[src/rtl/h80cpu_bus_arbiter.sv]
// -----------------------------------------------------------------------------
// h80cpu_bus_arbiter
//
// Lets two masters share one toggle-handshake memory slave (h80cpu_mem).
// Master 0 is the CPU fetch/data port. Master 1 is a secondary requester
// (DMA / debug loader). On every port a request is pending while run != done,
// and the responder completes it by toggling done.
//
// The arbiter accepts one request at a time. It registers that master's
// address, command and write data, then forwards the request to the slave.
// When the slave completes, the arbiter returns the slave's read data and the
// completion toggle to the master that was granted.
//
// Optional feature (macro H80CPU_ARB_ROUND_ROBIN_EN):
//   undefined : fixed priority; master 0 wins whenever it is pending, so
//               master 1 can starve under continuous master 0 traffic
//   defined   : round robin; on a tie the master that was not granted last
//               wins (last_grant resets to 1, so master 0 wins the first tie)
//
// Ports:
//   clk, reset                  bus clock, asynchronous active-high reset
//   m0_addr/cmd/run/wr_data     master 0 request (sampled only at grant)
//   m0_rd_data, m0_done         master 0 registered read data / done toggle
//   m1_*                        same as m0_*, for master 1
//   s_addr/cmd/run/wr_data      registered request to the slave
//   s_rd_data, s_done           slave read data / completion toggle
//   grant                       owning master index, valid while busy
//   busy                        a slave transaction is outstanding
//
// state | meaning
// IDLE  | no slave transaction outstanding; the next winner is picked here
// WAIT  | request forwarded; waiting until s_done catches up with s_run
// -----------------------------------------------------------------------------
module h80cpu_bus_arbiter #(
    parameter int ADDR_W = 16,
    parameter int DATA_W = 16,
    parameter int CMD_W  = 3
) (
    input  logic              clk,
    input  logic              reset,
    input  logic [ADDR_W-1:0] m0_addr,
    input  logic [CMD_W-1:0]  m0_cmd,
    input  logic              m0_run,
    input  logic [DATA_W-1:0] m0_wr_data,
    output logic [DATA_W-1:0] m0_rd_data,
    output logic              m0_done,
    input  logic [ADDR_W-1:0] m1_addr,
    input  logic [CMD_W-1:0]  m1_cmd,
    input  logic              m1_run,
    input  logic [DATA_W-1:0] m1_wr_data,
    output logic [DATA_W-1:0] m1_rd_data,
    output logic              m1_done,
    output logic [ADDR_W-1:0] s_addr,
    output logic [CMD_W-1:0]  s_cmd,
    output logic              s_run,
    output logic [DATA_W-1:0] s_wr_data,
    input  logic [DATA_W-1:0] s_rd_data,
    input  logic              s_done,
    output logic              grant,
    output logic              busy
);

    typedef enum logic {
        IDLE = 1'b0,
        WAIT = 1'b1
    } state_t;

    state_t state, state_nxt;

    logic              pend0, pend1, win;
    logic [ADDR_W-1:0] s_addr_nxt;
    logic [CMD_W-1:0]  s_cmd_nxt;
    logic [DATA_W-1:0] s_wr_data_nxt;
    logic              s_run_nxt, grant_nxt, busy_nxt;
    logic [DATA_W-1:0] m0_rd_data_nxt, m1_rd_data_nxt;
    logic              m0_done_nxt, m1_done_nxt;

    // Pending is computed from the registered done toggles.
    assign pend0 = m0_run ^ m0_done;
    assign pend1 = m1_run ^ m1_done;

`ifdef H80CPU_ARB_ROUND_ROBIN_EN
    logic last_grant, last_grant_nxt;

    // On a tie the master not granted last wins; a sole requester always wins.
    assign win = (pend0 && pend1) ? ~last_grant : pend1;
`else
    assign win = ~pend0;
`endif

    always_comb begin
        state_nxt      = state;
        s_addr_nxt     = s_addr;
        s_cmd_nxt      = s_cmd;
        s_wr_data_nxt  = s_wr_data;
        s_run_nxt      = s_run;
        grant_nxt      = grant;
        busy_nxt       = busy;
        m0_rd_data_nxt = m0_rd_data;
        m1_rd_data_nxt = m1_rd_data;
        m0_done_nxt    = m0_done;
        m1_done_nxt    = m1_done;
`ifdef H80CPU_ARB_ROUND_ROBIN_EN
        last_grant_nxt = last_grant;
`endif
        case (state)
            IDLE: begin
                if (pend0 || pend1) begin
                    s_addr_nxt    = win ? m1_addr    : m0_addr;
                    s_cmd_nxt     = win ? m1_cmd     : m0_cmd;
                    s_wr_data_nxt = win ? m1_wr_data : m0_wr_data;
                    s_run_nxt     = ~s_run;
                    grant_nxt     = win;
                    busy_nxt      = 1'b1;
                    state_nxt     = WAIT;
`ifdef H80CPU_ARB_ROUND_ROBIN_EN
                    last_grant_nxt = win;
`endif
                end
            end
            WAIT: begin
                if (s_run == s_done) begin
                    if (grant) begin
                        m1_rd_data_nxt = s_rd_data;
                        m1_done_nxt    = ~m1_done;
                    end else begin
                        m0_rd_data_nxt = s_rd_data;
                        m0_done_nxt    = ~m0_done;
                    end
                    busy_nxt  = 1'b0;
                    state_nxt = IDLE;
                end
            end
            default: state_nxt = IDLE;
        endcase
    end

    always_ff @(posedge clk or posedge reset) begin
        if (reset) begin
            state      <= IDLE;
            s_addr     <= '0;
            s_cmd      <= '0;
            s_wr_data  <= '0;
            s_run      <= 1'b0;
            grant      <= 1'b0;
            busy       <= 1'b0;
            m0_rd_data <= '0;
            m1_rd_data <= '0;
            m0_done    <= 1'b0;
            m1_done    <= 1'b0;
`ifdef H80CPU_ARB_ROUND_ROBIN_EN
            last_grant <= 1'b1;
`endif
        end else begin
            state      <= state_nxt;
            s_addr     <= s_addr_nxt;
            s_cmd      <= s_cmd_nxt;
            s_wr_data  <= s_wr_data_nxt;
            s_run      <= s_run_nxt;
            grant      <= grant_nxt;
            busy       <= busy_nxt;
            m0_rd_data <= m0_rd_data_nxt;
            m1_rd_data <= m1_rd_data_nxt;
            m0_done    <= m0_done_nxt;
            m1_done    <= m1_done_nxt;
`ifdef H80CPU_ARB_ROUND_ROBIN_EN
            last_grant <= last_grant_nxt;
`endif
        end
    end

    // A granted master must not re-toggle run before its done comes back.
    a_master_retoggle: assert property (@(posedge clk) disable iff (reset)
        (state == WAIT) |-> (grant ? pend1 : pend0));

    // The slave must not toggle done when nothing is outstanding.
    a_slave_spurious_done: assert property (@(posedge clk) disable iff (reset)
        (state == IDLE) |-> (s_run == s_done));

endmodule

[config.mk]
export PLATFORM = sky130hd
export DESIGN_NAME = h80cpu_bus_arbiter
export DESIGN_NICKNAME = d
export VERILOG_FILES = /design/src/rtl/h80cpu_bus_arbiter.sv
export SDC_FILE = /design/constraint.sdc
export NUM_CORES = 1
export LEC_CHECK = 0
export ABC_AREA = 1
export CORE_ASPECT_RATIO = 1.5
export CORE_MARGIN = 2
export CORE_UTILIZATION = 30
export CTS_BUF_LIST = sky130_fd_sc_hd__clkbuf_2
export DETAILED_ROUTE_END_ITERATION = 10
export GPL_TIMING_DRIVEN = 0
export MAX_ROUTING_LAYER = met4
export PLACE_DENSITY = 0.68
export SYNTH_ARGS = -nofsm -noshare
export SYNTH_HDL_FRONTEND = slang
export SYNTH_SLANG_ARGS = --single-unit
[constraint.sdc]
create_clock -name clk -period 4.05 [get_ports clk]
set_clock_uncertainty 0.15 [all_clocks]
set_input_delay 0.6075 -clock clk [delete_from_list [all_inputs] [get_ports clk]]
set_output_delay 0.6075 -clock clk [all_outputs]
set_load 0.01 [all_outputs]
After elaboration in Yosys (flattened, before gate mapping)
Cells that the tools add are included.
{"block": "word_totals", "register_bits": 73, "inputBits": 91, "word_cells": 36}
{"block": "classes", "n_eq_ne": 3, "muxes": 9, "bitwise_logic": 8, "n_reduce_logical": 5}
{"cell": "16-bit two-way mux", "n": 2}
{"cell": "1-bit inverter", "n": 6}
{"cell": "3-bit AND reduction", "n": 2}
{"cell": "1-bit two-way mux", "n": 4}
{"cell": "1-bit case mux with 2 select lines", "n": 2}
{"cell": "2-bit AND reduction", "n": 2}
{"cell": "3-bit two-way mux", "n": 1}
{"cell": "2-bit by 1-bit inequality test with 1-bit output, second input constant", "n": 1}
{"cell": "2-bit inequality test, second input constant", "n": 1}
{"cell": "1-bit XOR", "n": 2}
{"cell": "1-bit equality test", "n": 1}
{"cell": "1-bit logical OR", "n": 1}

Depth between registers and ports, before layout
{"block": "logic_depth", "word_depth": 4, "depth_mapped": 9, "mapped_depth_nobuf": 7}

Least setup slack after synthesis
OpenSTA, ideal clock, no wires.
{"block": "synth_path", "path_kind": "input-to-reg", "start": "in s_done", "end": "reg m1_rd_data[0]", "arrival_ns": 1.331, "required_time_ns": 3.783, "setup_slack_ns": 2.452, "path_stages": 8, "n_path_buf": 1, "cell_sequence": "inv_1 nand2_1 nand2_1 nor2_4 nand2_2 buf_2 nand2_1 nand2_1"}
{"block": "synth_via", "elab_chain_len": 2}
{"item": "start, declared", "line": "58", "rtl": "input logic s_done,"}
{"item": "1-bit equality test", "line": "122", "rtl": "if (s_run == s_done) begin"}
{"item": "3-bit AND reduction (no source line)"}
{"item": "end signal, assigned", "line": "163", "rtl": "m1_rd_data <= m1_rd_data_nxt;"}
{"item": "end, declared", "line": "51", "rtl": "output logic [DATA_W-1:0] m1_rd_data,"}
Every way passes these cells.
A chain may end at the register's enable or synchronous reset.

Worst setup path after layout
{"block": "layout_path", "start": "reg m0_done", "end": "out m0_done"}
{"item": "start, declared", "line": "46", "rtl": "output logic m0_done,"}
{"item": "start signal, assigned", "line": "164", "rtl": "m0_done <= m0_done_nxt;"}
No word-level cell between the ends.

==> metrics.csv <==
metric;value;unit
worst endpoint data arrival time;1570;ps
# resized after CTS;0;
power after layout;4.06;mW
post-synthesis instance area;0.00349;mm^2
VDD IR-drop max;250;uV
family with the most delay on the worst path;buffers and inverters;
flops & latches, synth;73;
antenna-violating nets left;0;
Worst Max-Slew Pin Slew;913;ps
kind of capture point of the worst setup path;output pin;
Port Buffers;162;
Placement Rows;48;
Buffers & Inverters on Critical Path;1;
Cell Chain, Critical Path;clkdlybuf4s50_1;
HP Class;register to register;
FF/Latch Area;0.00183;mm^2
EDFF count, synth;0;
result of the run;complete, no violations;
num ports;163;
area taken by multi-input logic gates;0.00147;mm^2
wire length of the first global-routing pass;18000;um
Fin Setup TNS;0;ps
fraction of the cycle the final worst path needs;57.4;%
TritonCTS clock tree;done;
share of the core filled with cells in the final layout;47.9;%
TritonCTS buffer count;9;
vias in the first global route;3620;
data required time of the worst path;3290;ps
number of instances in the synthesized netlist;447;
detail-routed net length per standard cell;14.6;um
number of setup violations in the final report;0;
Starting Density;30.6;%
final standard cell area without fillers;0.00547;mm^2
x dimension of the die;92.1;um
cell area power density;742;mW/mm^2
die area;0.0125;mm^2
final net count;711;
number of fill cells in the layout;1150;
start-to-end type of the worst setup path;register to output pin;
count of distinct cell types in the synthesized netlist;18;
final weighted congestion of routability-driven global placement;0.814;
cell with the most instances after synthesis;sky130_fd_sc_hd__nand2_1;
clock-pin slew reported for the worst setup and hold paths after clock tree synthesis;210;ps
FMAX;0.430;GHz
placeable core region;0.0114;mm^2
Yosys warning total;0;
CTS sink count;73;
unrepaired setup endpoints after global routing;false;
detailed-router iteration count before antenna repair;5;
HPWL after detailed placement;8700;um
global route overflow;0;
maximum number of pins on one net before global-route repair;74;
post-synthesis to final-layout area growth;56.6;%
H-tree depth;3;
fraction of final layout cells with drive strength greater than 1;7.68;%
final hold violation count;0;
final non-filler cell total;776;
final worst path period need;2320;ps
slowest cell on the critical path;sky130_fd_sc_hd__clkdlybuf4s50_1;
total placed instance area;0.00531;mm^2
total of hold buffers inserted after clock tree synthesis;0;
antenna violations before repair;1;
Chip Height;136;um
Critical Path Source Type;register;
worst-case headroom to the max-slew limit;39.1;%
Async SR Flop Fraction;100;%
most area-consuming cells after synthesis;sky130_fd_sc_hd__dfrtp_1 52%, sky130_fd_sc_hd__nand3_1 20%, sky130_fd_sc_hd__nand2_1 20%;
remaining routing DRC violations;0;
final slew viol count;0;
Leak;2.69;nW
Routed Wire Length;11300;um
first-iteration detailed-routing DRC count;181;
leading area contributor after synthesis;sky130_fd_sc_hd__dfrtp_1;
Critical Path Max Stage Delay;590;ps
mean instance size in the synthesized netlist;7.82;um^2
number of buffers inserted by post-CTS setup repair;0;
CTS Root Buffer Type;sky130_fd_sc_hd__clkbuf_2;
Post-Synthesis Net Count;538;
ratio of routed vias to standard cells;4.66;
deepest clock path buffer count;2;
leading register cell type out of synthesis;sky130_fd_sc_hd__dfrtp_1;
total routing usage reported by global routing;19.0;%
CP Max Fanout;5;
total of max-cap violations;0;
routed vias;3613;
later-pin clock latency in the skew report;490;ps
portion of synthesized cell area occupied by the leading cell type;52.3;%
number of instances in the placed design;759;
cell types with the highest counts after synthesis;185 x sky130_fd_sc_hd__nand2_1, 140 x sky130_fd_sc_hd__nand3_1, 73 x sky130_fd_sc_hd__dfrtp_1, 16 x sky130_fd_sc_hd__buf_2, 7 x sky130_fd_sc_hd__clkbuf_1;
portion of the post-synthesis area used by sequential elements;52.3;%
-- cells in the final DEF (no fill, tap or decap), types with 3 or more instances in the layout --
master	Yosys	final
sky130_fd_sc_hd__clkbuf_2	0	9
sky130_fd_sc_hd__dfrtp_1	73	73
sky130_fd_sc_hd__nand2_1	185	185
sky130_fd_sc_hd__clkbuf_1	7	7
sky130_fd_sc_hd__nand2_2	4	4
sky130_fd_sc_hd__buf_4	6	6
sky130_fd_sc_hd__buf_2	16	16
sky130_fd_sc_hd__bufinv_16	0	3
sky130_fd_sc_hd__nand3_1	140	140
sky130_fd_sc_hd__clkdlybuf4s50_1	0	162
sky130_fd_sc_hd__inv_2	3	3
-- path summary, 6_finish.rpt --
| path | startpoint | end | slack [ps] | cells past startpoint |
|---|---|---|---|---|
| setup reg to reg | state$_DFF_PP0_ | s_wr_data[9]$_DFFE_PP0P_ | 2300 | 5 |
| hold reg to reg | s_addr[14]$_DFFE_PP0P_ | s_addr[14]$_DFFE_PP0P_ | 350 | 2 |
| setup / recovery | m0_done$_DFFE_PP0P_ | m0_done | 1730 | 1 |
| min in group asynchronous | reset | m0_rd_data[2]$_DFFE_PP0P_ | 450 | 2 |
| max in group asynchronous | reset | s_wr_data[8]$_DFFE_PP0P_ | 2670 | 2 |
| hold / removal | s_addr[14]$_DFFE_PP0P_ | s_addr[14]$_DFFE_PP0P_ | 350 | 2 |
-- state kept, by name, indices dropped and copies added (netlist names) --
register    cells
busy            1
grant           1
m0_done         1
m0_rd_data     16
m1_done         1
m1_rd_data     16
s_addr         16
s_cmd           3
s_run           1
s_wr_data      16
state           1
-- through the flow --
stage	setup WS, ps	hold slack [ps]
after floorplan	1440	356
after global placement	245	305
after detailed placement	1680	308
after CTS	1630	350
after global routing	1540	376
final	1730	348
-- per-layer routing --
metal | share of wire, % | GRT usage [%] | wire, um | vias to the layer above
li1 | - | - | - | 1812
met1 | 40 | 20.2 | 4490 | 1669
met2 | 54 | 34.0 | 6120 | 120
met3 | 4.5 | 3.71 | 506 | 12
met4 | 1.8 | 8.37 | 207 | 0
met5 | 0 | - | 0 | -
-- final cells by class --
| class | count | share of cell area (%) |
|---|---|---|
| Clock buffer | 9 | 0.823 |
| Timing Repair Buffer | 162 | 29.6 |
| Sequential cell | 73 | 33.4 |
| Multi-Input combinational cell | 335 | 26.9 |
| Buffer | 32 | 3.11 |
| Tap cell | 150 | 3.43 |
| Antenna cell | 1 | 0.0457 |
| Clock inverter | 7 | 2.15 |
| Inverter | 7 | 0.526 |
-- cell families (layout without fill, tap and decap cells) --
kind of cell              Yosys count  in the layout  share of synthesized area, %
xor gates and xnor gates            1              1                         0.251
buffers and inverters              39            217                          5.62
other                               0              1                             0
AOI/OAI and AO/OA                   2              2                         0.322
DFF                                73             73                          52.3
and+or+nand+nor                   332            332                          41.5
-- where the power goes --
part	switching, mW	total (mW)	internal, mW
clock network	0.269	0.534	0.266
registers	0.204	1.29	1.08
logic	1.19	2.24	1.05
total	1.66	4.06	2.40
(Power assumes the default switching activity.)
